<file path="src/rtl/kgp_pkg.sv">
// Shared constants for the KGPRISC branch path: word width and setflag codes.
package kgp_pkg;

  localparam int WORD_W = 32;

  localparam logic [2:0] BR_NONE = 3'd0;
  localparam logic [2:0] BR_U    = 3'd1;
  localparam logic [2:0] BR_LTZ  = 3'd2;
  localparam logic [2:0] BR_Z    = 3'd3;
  localparam logic [2:0] BR_NZ   = 3'd4;
  localparam logic [2:0] BR_CY   = 3'd5;
  localparam logic [2:0] BR_NCY  = 3'd6;
  localparam logic [2:0] BR_L    = 3'd7;

endpackage

</file>
<file path="src/rtl/flag_cond.sv">
// Combinational branch-condition decode from ALU result, carry-out and setflag.
module flag_cond
  import kgp_pkg::*;
(
  input  logic [WORD_W-1:0] sum,
  input  logic              carry,
  input  logic [2:0]        setflag,
  output logic              flag,
  output logic              zf,
  output logic              sf,
  output logic              cf
);

  assign zf = (sum == '0);
  assign sf = sum[WORD_W-1];
  assign cf = carry;

  // No X-masking: an unknown on the selected status bit flows straight to flag.
  always_comb begin
    flag = 1'b0;
    case (setflag)
      BR_NONE: flag = 1'b0;
      BR_U:    flag = 1'b1;
      BR_LTZ:  flag = sf;
      BR_Z:    flag = zf;
      BR_NZ:   flag = ~zf;
      BR_CY:   flag = cf;
      BR_NCY:  flag = ~cf;
      BR_L:    flag = 1'b1;
      default: flag = 1'bx;
    endcase
  end

endmodule

</file>
<file path="src/rtl/branch_flag_unit.sv">
// Branch-flag unit: live combinational decision plus registered decision/status copies.
module branch_flag_unit
  import kgp_pkg::*;
(
  input  logic              clk,
  input  logic              rst_n,
  input  logic [WORD_W-1:0] sum,
  input  logic              carry,
  input  logic [2:0]        setflag,
  output logic              flag,
  output logic              flag_q,
  output logic [2:0]        status
);

  logic zf;
  logic sf;
  logic cf;

  flag_cond u_flag_cond (
    .sum     (sum),
    .carry   (carry),
    .setflag (setflag),
    .flag    (flag),
    .zf      (zf),
    .sf      (sf),
    .cf      (cf)
  );

  // status is packed {cf, sf, zf}
  always_ff @(posedge clk or negedge rst_n) begin
    if (!rst_n) begin
      flag_q <= 1'b0;
      status <= 3'b000;
    end else begin
      flag_q <= flag;
      status <= {cf, sf, zf};
    end
  end

endmodule

</file>
<file path="config.mk">
export PLATFORM = sky130hd
export DESIGN_NAME = branch_flag_unit
export DESIGN_NICKNAME = d
export VERILOG_FILES = /design/src/rtl/kgp_pkg.sv /design/src/rtl/flag_cond.sv /design/src/rtl/branch_flag_unit.sv
export SDC_FILE = /design/constraint.sdc
export NUM_CORES = 1
export LEC_CHECK = 0
export CAP_MARGIN = 20
export CORE_AREA = 2 2 39 41
export DETAILED_ROUTE_END_ITERATION = 6
export DIE_AREA = 0 0 41 43
export DONT_BUFFER_PORTS = 1
export GPL_TIMING_DRIVEN = 0
export PLACE_DENSITY_LB_ADDON = 0.12
export SLEW_MARGIN = 20
export SYNTH_ARGS = -nofsm -noshare
export SYNTH_HDL_FRONTEND = slang
export SYNTH_SLANG_ARGS = --single-unit
</file>
<file path="constraint.sdc">
create_clock -name clk -period 1.8 [get_ports clk]
set_input_delay 0.45 -clock clk [delete_from_list [all_inputs] [get_ports clk]]
set_output_delay 0.45 -clock clk [all_outputs]
set_load 0.005 [all_outputs]
</file>
# ---- Word level (Yosys, flattened, before mapping)
# Cells that the tools add are included.
dict set report op_classes {
  n_addsub 0
  multipliers 0
  div_mod_pow 0
  n_lt_le_gt_ge 0
  n_eq_ne 7
  shifts 0
  muxes 1
  n_bitwise 2
  reduce_logical 3
}
# op count
set ops {}
lappend ops {{$logic_not A32 Y1} 1}
lappend ops {{$eq A3 B3 Y1 const B} 4}
lappend ops {{$pmux W1 S7} 1}
lappend ops {{$eq A3 B2 Y1 const B} 2}
lappend ops {{$eq A3 B1 Y1 const B} 1}
lappend ops {{$logic_not A3 Y1} 1}
lappend ops {{$not A1 Y1} 2}
lappend ops {{$reduce_or A2 Y1} 1}
dict set report word_totals {
  register_bits 4
  latch_bits 0
  ram_bits 0
  romBits 0
  out_inout_bits 5
  mem_count 0
}

# ---- Logic depth before layout (Yosys ltp)
# Gate-level depths: netlist of the first run.
dict set report logic_depth {
  depth_word 3
  mapped_depth 4
}

# ---- By module
# A second synthesis of the first run with hierarchy kept.
dict set report hier_totals {
  hier_cells 28
  hier_area_um2 262.8
}
# mod n_inst cells_each area_per_inst_um2 seq_area_each_um2
set by_module_without_submodules {}
lappend by_module_without_submodules {flag_cond 1 24 162.7 0.0}
lappend by_module_without_submodules {branch_flag_unit 1 4 100.1 100.1}

# ---- Worst setup path before layout of the first run
# No wires, ideal clock.
dict set report synth_path {
  path_type {input -> output}
  start {input sum[25]}
  end {output flag}
  t_arrival_ns 1.399
  slack_ns -0.049
  stages 4
  n_path_buf 0
  path_cell_list {nor4_1 > nand4_1 > or2_1 > a221o_1}
}
dict set report synth_between {
  elab_chain_cells 3
}
# element line
set synth_lines {}
lappend synth_lines {{start: declaration} branch_flag_unit.sv:7} ;# input logic [WORD_W-1:0] sum,
lappend synth_lines {{$logic_not A32 Y1 *} flag_cond.sv:14} ;# assign zf = (sum == '0);
lappend synth_lines {{$not A1 Y1} flag_cond.sv:26} ;# BR_NZ: flag = ~zf;
lappend synth_lines {{$pmux W1 S7 *} flag_cond.sv:21} ;# case (setflag)
lappend synth_lines {{end: declaration} branch_flag_unit.sv:10} ;# output logic flag,
# Every way passes the cells marked *; elsewhere a longest branch is shown, timed or not.

# ---- Worst setup path in the final report of the first run
dict set report layout_path {
  start {input sum[22]}
  end {output flag}
}
# Same word-level chain as after synthesis.

==> results.md, run 1 <==
- P_int: 185 uW
- Via density: between 5 and 6
- Placed Area: roughly 270 um^2
- Wl on met1: around 230 um
- P per Cell Area: around 570 mW/mm^2
- Worst slew pin tran: 0.189 ns
- Synth cell count leaders: nor4_1 (5), dfrtp_1 (4), nor4_2 (3), inv_1 (2), nand4_1 (2)
- Failing checks: setup timing
- Primary FF master, synth: dfrtp_1
- Period minus WS final: around 1.9 ns
- Site Rows: 14
- Count leader, synth: nor4_1
- Hold Crit Class: in -> reg
- Post-Synthesis Cells: 24
- Drt drc: 0
- Sw Share: 0.192
- Final setup viols: 1
- Logic pwr share: 0.101
- Post-synth top area cell: dfrtp_1
- Synth area leaders: dfrtp_1 (40%), nor4_2 (15%), nor4_1 (13%)
- Share of the synthesized area in the top cell type: 0.404
- CP required: 1.35 ns
- Clock power frac: 0.475
- Core Area: roughly 0.0014 mm^2
- Ys async rst share: 1.00
- Initial antenna violation count: 0
- GRT Overall Usage: 0.0909
- Fin area: 399 um^2
- EDFF count, synth: 0
- Synth unique cells: 13
- GP Congestion: 0.607
- Max Freq: 521 MHz
- Met2 wire len: ~420 um
- Total number of vias: 258
- Layout cell share with drive strength beyond 1: 0.433
- Avg WL per Cell: roughly 16 um
- WS Path Type: in -> out
- Worst EP arrival: between 1 and 1.5 ns
- CP startpoint kind: input port
- Hold_ws: around 0.25 ns
- Gr ovfl total: 0
- Synth Register Bits: 4
- Die width: between 40 and 50 um
- I/O Pins: between 40 and 50
- Number of CTS-inserted buffers: 3
- Syn_nets: 62
- Pre-Repair DR Iteration Count: 3
- Fin. max-slew vios: 0
- MaxCap Viol Count: 0
- Syn_area_per_cell: 10.3 um^2
- Maximum fanout along the worst path: 2
- NetSw: between 40 and 50 uW
- Synthesis warning total: 0
- Outcome: complete, but fails checks
- Sequential Power Share: 0.424
- Vias in the first global route: around 280
- Area grow syn2layout: 61.1%
- Largest net degree at the start of global routing: 5
- Lkg Pwr: approximately 0.12 nW
- RSZ-0062 raised after global routing: yes
- Worst setup margin: -0.120 ns
- Starting Density: 0.179
- Die area: 0.00176 mm^2
- Wirelength, routed: between 700 and 800 um
- Diode count: 0
- Final net count: 70
- Cell Area, Synth: roughly 250 um^2
- Total power: about 230 uW
- Clock root cell: clkbuf_4
- Final Cycle Share: 1.07
- Seq/Total Area, Yosys: 0.404
- CTS Sinks: 4
- WL met3: approximately 94 um
- Fin Setup TNS: -0.120 ns
- Finished Core Util: 0.288
- Clock tree buffer depth: 2
- Max_slew headroom: 0.873
- Die height: around 43 um
- Final hold vios: 0
- DR top layer: met3
- First-pass GRT wire length: roughly 1.1 mm
- Endpoint type of the worst setup path: output pin
- I/O Buffers: 0
- H-tree depth: 1
- Peak supply drop: 0.118 mV
- CTS tree: yes
- Initial DRC count: 1
- Antenna Violating Nets Remaining: 0
- Clock slew at reported path FFs: 0.04 ns
## path summary, 6_finish.rpt
path | endpoint | depth (start not counted) | slack, ns | from
hold / removal | status[2] | 0 | 0.25 | carry
max in group asynchronous | status[1] | 1 | 1.15 | rst_n
min in group asynchronous | flag_q | 1 | 0.49 | rst_n
setup / recovery | flag | 4 | -0.12 | sum[22]
## placed cells by master, fill, tap and decap left out
cell / count
nor4_2: 2
nor4_4: 6
a221o_1: 1
nor2b_1: 1
a21oi_1: 1
nand4_1: 2
o211ai_1: 1
o31a_1: 1
a211oi_1: 1
dlygate4sd3_1: 1
nor3b_1: 1
buf_4: 2
clkbuf_4: 3
or2_1: 1
inv_1: 2
dfrtp_1: 4
## layer usage
metal,up-vias,track usage
met2,22,0.163
met3,0,0.0209
met5,-,0
li1,114,-
met1,122,0.0728
met4,0,0.0800
## flip-flops by register name, summed over array words and instances (netlist names)
register and flops:
flag_q 1, status 3
## metrics by stage
stage / setup WS [ns] / cells
6_report: -0.120 / 46
3_3_place_gp: -0.150 / 40
5_1_grt: -0.191 / 46
2_1_floorplan: -0.0426 / 24
3_5_place_dp: -0.157 / 40
4_1_cts: -0.123 / 46
## kinds of logic (layout without fill, tap and decap cells)
group,Yosys count,after routing,share of synthesized area
flip-flops,4,4,0.404
buffers and inverters,2,8,0.0303
AO/OA/AOI/OAI,5,5,0.157
AND/OR/NAND/NOR,13,13,0.409
## worst max-delay path, cell delays in order
cell and delay, ns:
nor4_4 0.25, nand4_1 0.15, or2_1 0.27, a221o_1 0.36
## area by class of cell
type | count | area [um^2]
well taps | 16 | 20.0
multi-input cells | 18 | 224
inverters | 2 | 7.51
flip-flops and latches | 4 | 100
fillers | 146 | 985
repair buffers | 3 | 25.0
clock buffers | 3 | 22.5
## power groups by stage
stage	Sequential [mW]	Combinational, mW	Clock [mW]
final	0.0972	0.0230	0.109
after global routing	0.0979	0.0260	0.121
after CTS	0.0973	0.0218	0.115
after detailed placement	0.0984	0.0154	0
after global placement	0.0984	0.0148	0
after floorplan	0.0981	0.0135	0
## what timing repair did
item                                    CTS  global route
hold buffers                              1             0
hold endpoints to repair                  4             0
pin swaps                                 3             0
gates resized for setup                   8             3
endpoints found under the setup margin    1             1
buffers inserted                          2             0
No activity file was read; power rests on OpenSTA's default activity.
==> run 2: changes to the inputs <==
--- a/config.mk
+++ b/config.mk
@@ -11,6 +11,7 @@
 export DIE_AREA = 0 0 41 43
 export DONT_BUFFER_PORTS = 1
 export GPL_TIMING_DRIVEN = 0
+export MAX_ROUTING_LAYER = met4
 export PLACE_DENSITY_LB_ADDON = 0.12
 export SLEW_MARGIN = 20
 export SYNTH_ARGS = -nofsm -noshare
==> constraint.sdc (replaced) <==
create_clock -name clk -period 2.02 [get_ports clk]
set_input_delay 0.505 -clock clk [delete_from_list [all_inputs] [get_ports clk]]
set_output_delay 0.505 -clock clk [all_outputs]
set_load 0.005 [all_outputs]
==> run 2 against run 1 <==
Compared with the run above:
- the run still ends with setup timing left
- sequential cell count did not move
- final cell count did not move
- clock power fell by 11%
- sequential power fell by 11%
- global-route usage fell by 0.29 points
- first-iteration DRC count fell by 100%
- non-clock buffer count did not move
- wire length fell by 6.7%
- highest routed layer unchanged
==> results.md, run 2 (synthesis results as in run 1) <==
- Hold EP: status[2]
- CP required: 1.51 ns (+0.16 ns)
- Avg WL per Cell: 15.0 um (-6.7%)
- Worst path slowest cell: a221o_1
- Total number of vias: 255 (-1.2%)
- Max Freq: 493 MHz
- First-pass GRT wire length: 1.02 mm (-5.1%)
- CTS Sinks: 4 (unchanged)
- Top reg by flops: status
- Gr ovfl total: 0 (unchanged)
- Most common cell after layout, fill and taps aside: nor4_4
- Worst setup margin: -0.00817 ns (+0.112 ns)
- Clock root cell: clkbuf_4
- Max reg flops: 3 (unchanged)
- GRT Overall Usage: 0.0880 (-0.00288)
- Die area: 0.00176 mm^2 (unchanged)
- Layout cell share with drive strength beyond 1: 0.433 (unchanged)
- RSZ-0062 raised after global routing: yes
- Final net count: 70 (unchanged)
- Vias in the first global route: 277 (-1.4%)
- Die width: 41 um (unchanged)
- Max_slew headroom: 0.869 (-0.00434)
- Failing checks: setup timing
- I/O Buffers: 0 (unchanged)
- Initial antenna violation count: 0 (unchanged)
- Worst EP arrival: 1.52 ns (+0.05 ns)
- Clock slew at reported path FFs: 0.04 ns (about the same)
- Clock tree buffer depth: 2 (unchanged)
- Worst slew pin tran: 0.196 ns (+0.00630 ns)
- Placed Area: 268 um^2 (unchanged)
- Post-Layout Cell Count: 46 (unchanged)
- Die height: 43 um (unchanged)
- Area grow syn2layout: 57.6%
- Antenna Violating Nets Remaining: 0 (unchanged)
- Finished Core Util: 0.282 (-0.00633)
- Hold_ws: 0.302 ns (+0.0569 ns)
- Worst hold stages: 0 (unchanged)
- Final hold vios: 0 (unchanged)
- Core Area: 0.00138 mm^2 (unchanged)
- Total power: 203 uW (-11%)
- Peak supply drop: 0.0975 mV (-17%)
- Fin area: 390 um^2 (-2.2%)
- Layout fillers: 147 (+0.68%)
- Worst-path cell chain: nor4_4 -> nand4_1 -> or2_1 -> a221o_1
- Min-delay src: carry
- P per Cell Area: 521 mW/mm^2 (-9.2%)
- Largest net degree at the start of global routing: 5 (unchanged)
- Biggest registers after layout: status: 3 flops, flag_q: 1 flops
- Diode count: 0 (unchanged)
- Lkg Pwr: 0.118 nW (-1.3%)
- WS Path Type: in -> out
- CP startpoint kind: input port
- I/O Pins: 43 (unchanged)
- Initial DRC count: 0 (-1)
- Final setup viols: 1 (unchanged)
- Period minus WS final: a little over 2 ns
- Fin. max-slew vios: 0 (unchanged)
- Via density: 5.54 (-1.2%)
- Number of CTS-inserted buffers: 3 (unchanged)
- Maximum fanout along the worst path: 2 (unchanged)
- GP Congestion: 0.609 (+0.33%)
- Outcome: complete, but fails checks
- Most frequent cells in the layout: nor4_4 (5), dfrtp_1 (4), nor4_2 (3), clkbuf_4 (3)
- CP peak stage delay: 0.36 ns (about the same)
- Hold Crit Class: in -> reg
- CTS tree: yes
- Site Rows: 14 (unchanged)
- Wirelength, routed: 692 um (-6.7%)
- Pre-Repair DR Iteration Count: 1 (-2)
- MaxCap Viol Count: 0 (unchanged)
- H-tree depth: 1 (unchanged)
- Final Cycle Share: 1.00
- Endpoint type of the worst setup path: output pin
- Drt drc: 0 (unchanged)
- Starting Density: 0.179 (unchanged)
- Placed cell count: 40 (unchanged)
==> run 2: cell counts in the layout (fill, tap and decap cells not counted) <==
No cell type changed its count.
==> run 2: what timing repair did <==
| action | 4_1_cts | 5_1_grt |
|---|---|---|
| endpoints found under the hold margin | 4 | 0 |
| cloned | 0 | 0 |
| hold buffers | 1 | 0 |
| setup endpoints to repair | 1 | 1 |
| pin swaps | 3 | 2 |
| setup buffers | 2 | 0 |
| gates resized for setup | 9 | 1 |
==> run 2: routing by layer <==
layer / part of all wire / vias up / wire length [um] / track usage
met4: 0 / 0 / 0 / 0.0800
met1: 0.30 / 117 / 207 / 0.0886
met2: 0.56 / 24 / 388 / 0.134
met3: 0.14 / 0 / 97 / 0.0157
met5: 0 / - / 0 / -
li1: - / 114 / - / -
==> run 2: power by group <==
group	total, mW	leakage [nW]	internal, mW	switching (mW)
clock network	0.0968	0.0138	0.0663	0.0305
logic	0.0200	0.0558	0.0132	0.00675
registers	0.0865	0.0489	0.0847	0.00182
==> run 2: metrics by stage <==
step	worst slack, ns	setup TNS [ns]
3_3_place_gp	-0.0438	-0.0438
3_5_place_dp	-0.0772	-0.0772
5_1_grt	-0.0790	-0.0790
6_report	-0.00817	-0.00817
2_1_floorplan	0.0608	0
4_1_cts	-0.0275	-0.0275
==> run 2: final cells by class <==
type	count	area [um^2]	share of cell area
flip-flops and latches	4	100	0.256
multi-input cells	18	215	0.551
inverters	2	7.51	0.0192
clock buffers	3	22.5	0.0577
repair buffers	3	25.0	0.0641
well taps	16	20.0	0.0513
==> run 2: how the worst max path moves through the flow <==
stage                       start    to  slack [ns]  cells after the start
after floorplan           sum[25]  flag        0.06                      4
after global placement    sum[25]  flag       -0.04                      4
after detailed placement  sum[25]  flag       -0.08                      4
after CTS                 sum[29]  flag       -0.03                      4
after global routing      sum[30]  flag       -0.08                      4
final                     sum[29]  flag      -0.008                      4
==> run 2: critical path, delay by kind of cell <==
family | cells | cell delay (ns)
AO/OA/AOI/OAI | 1 | 0.36
AND/OR/NAND/NOR | 3 | 0.66
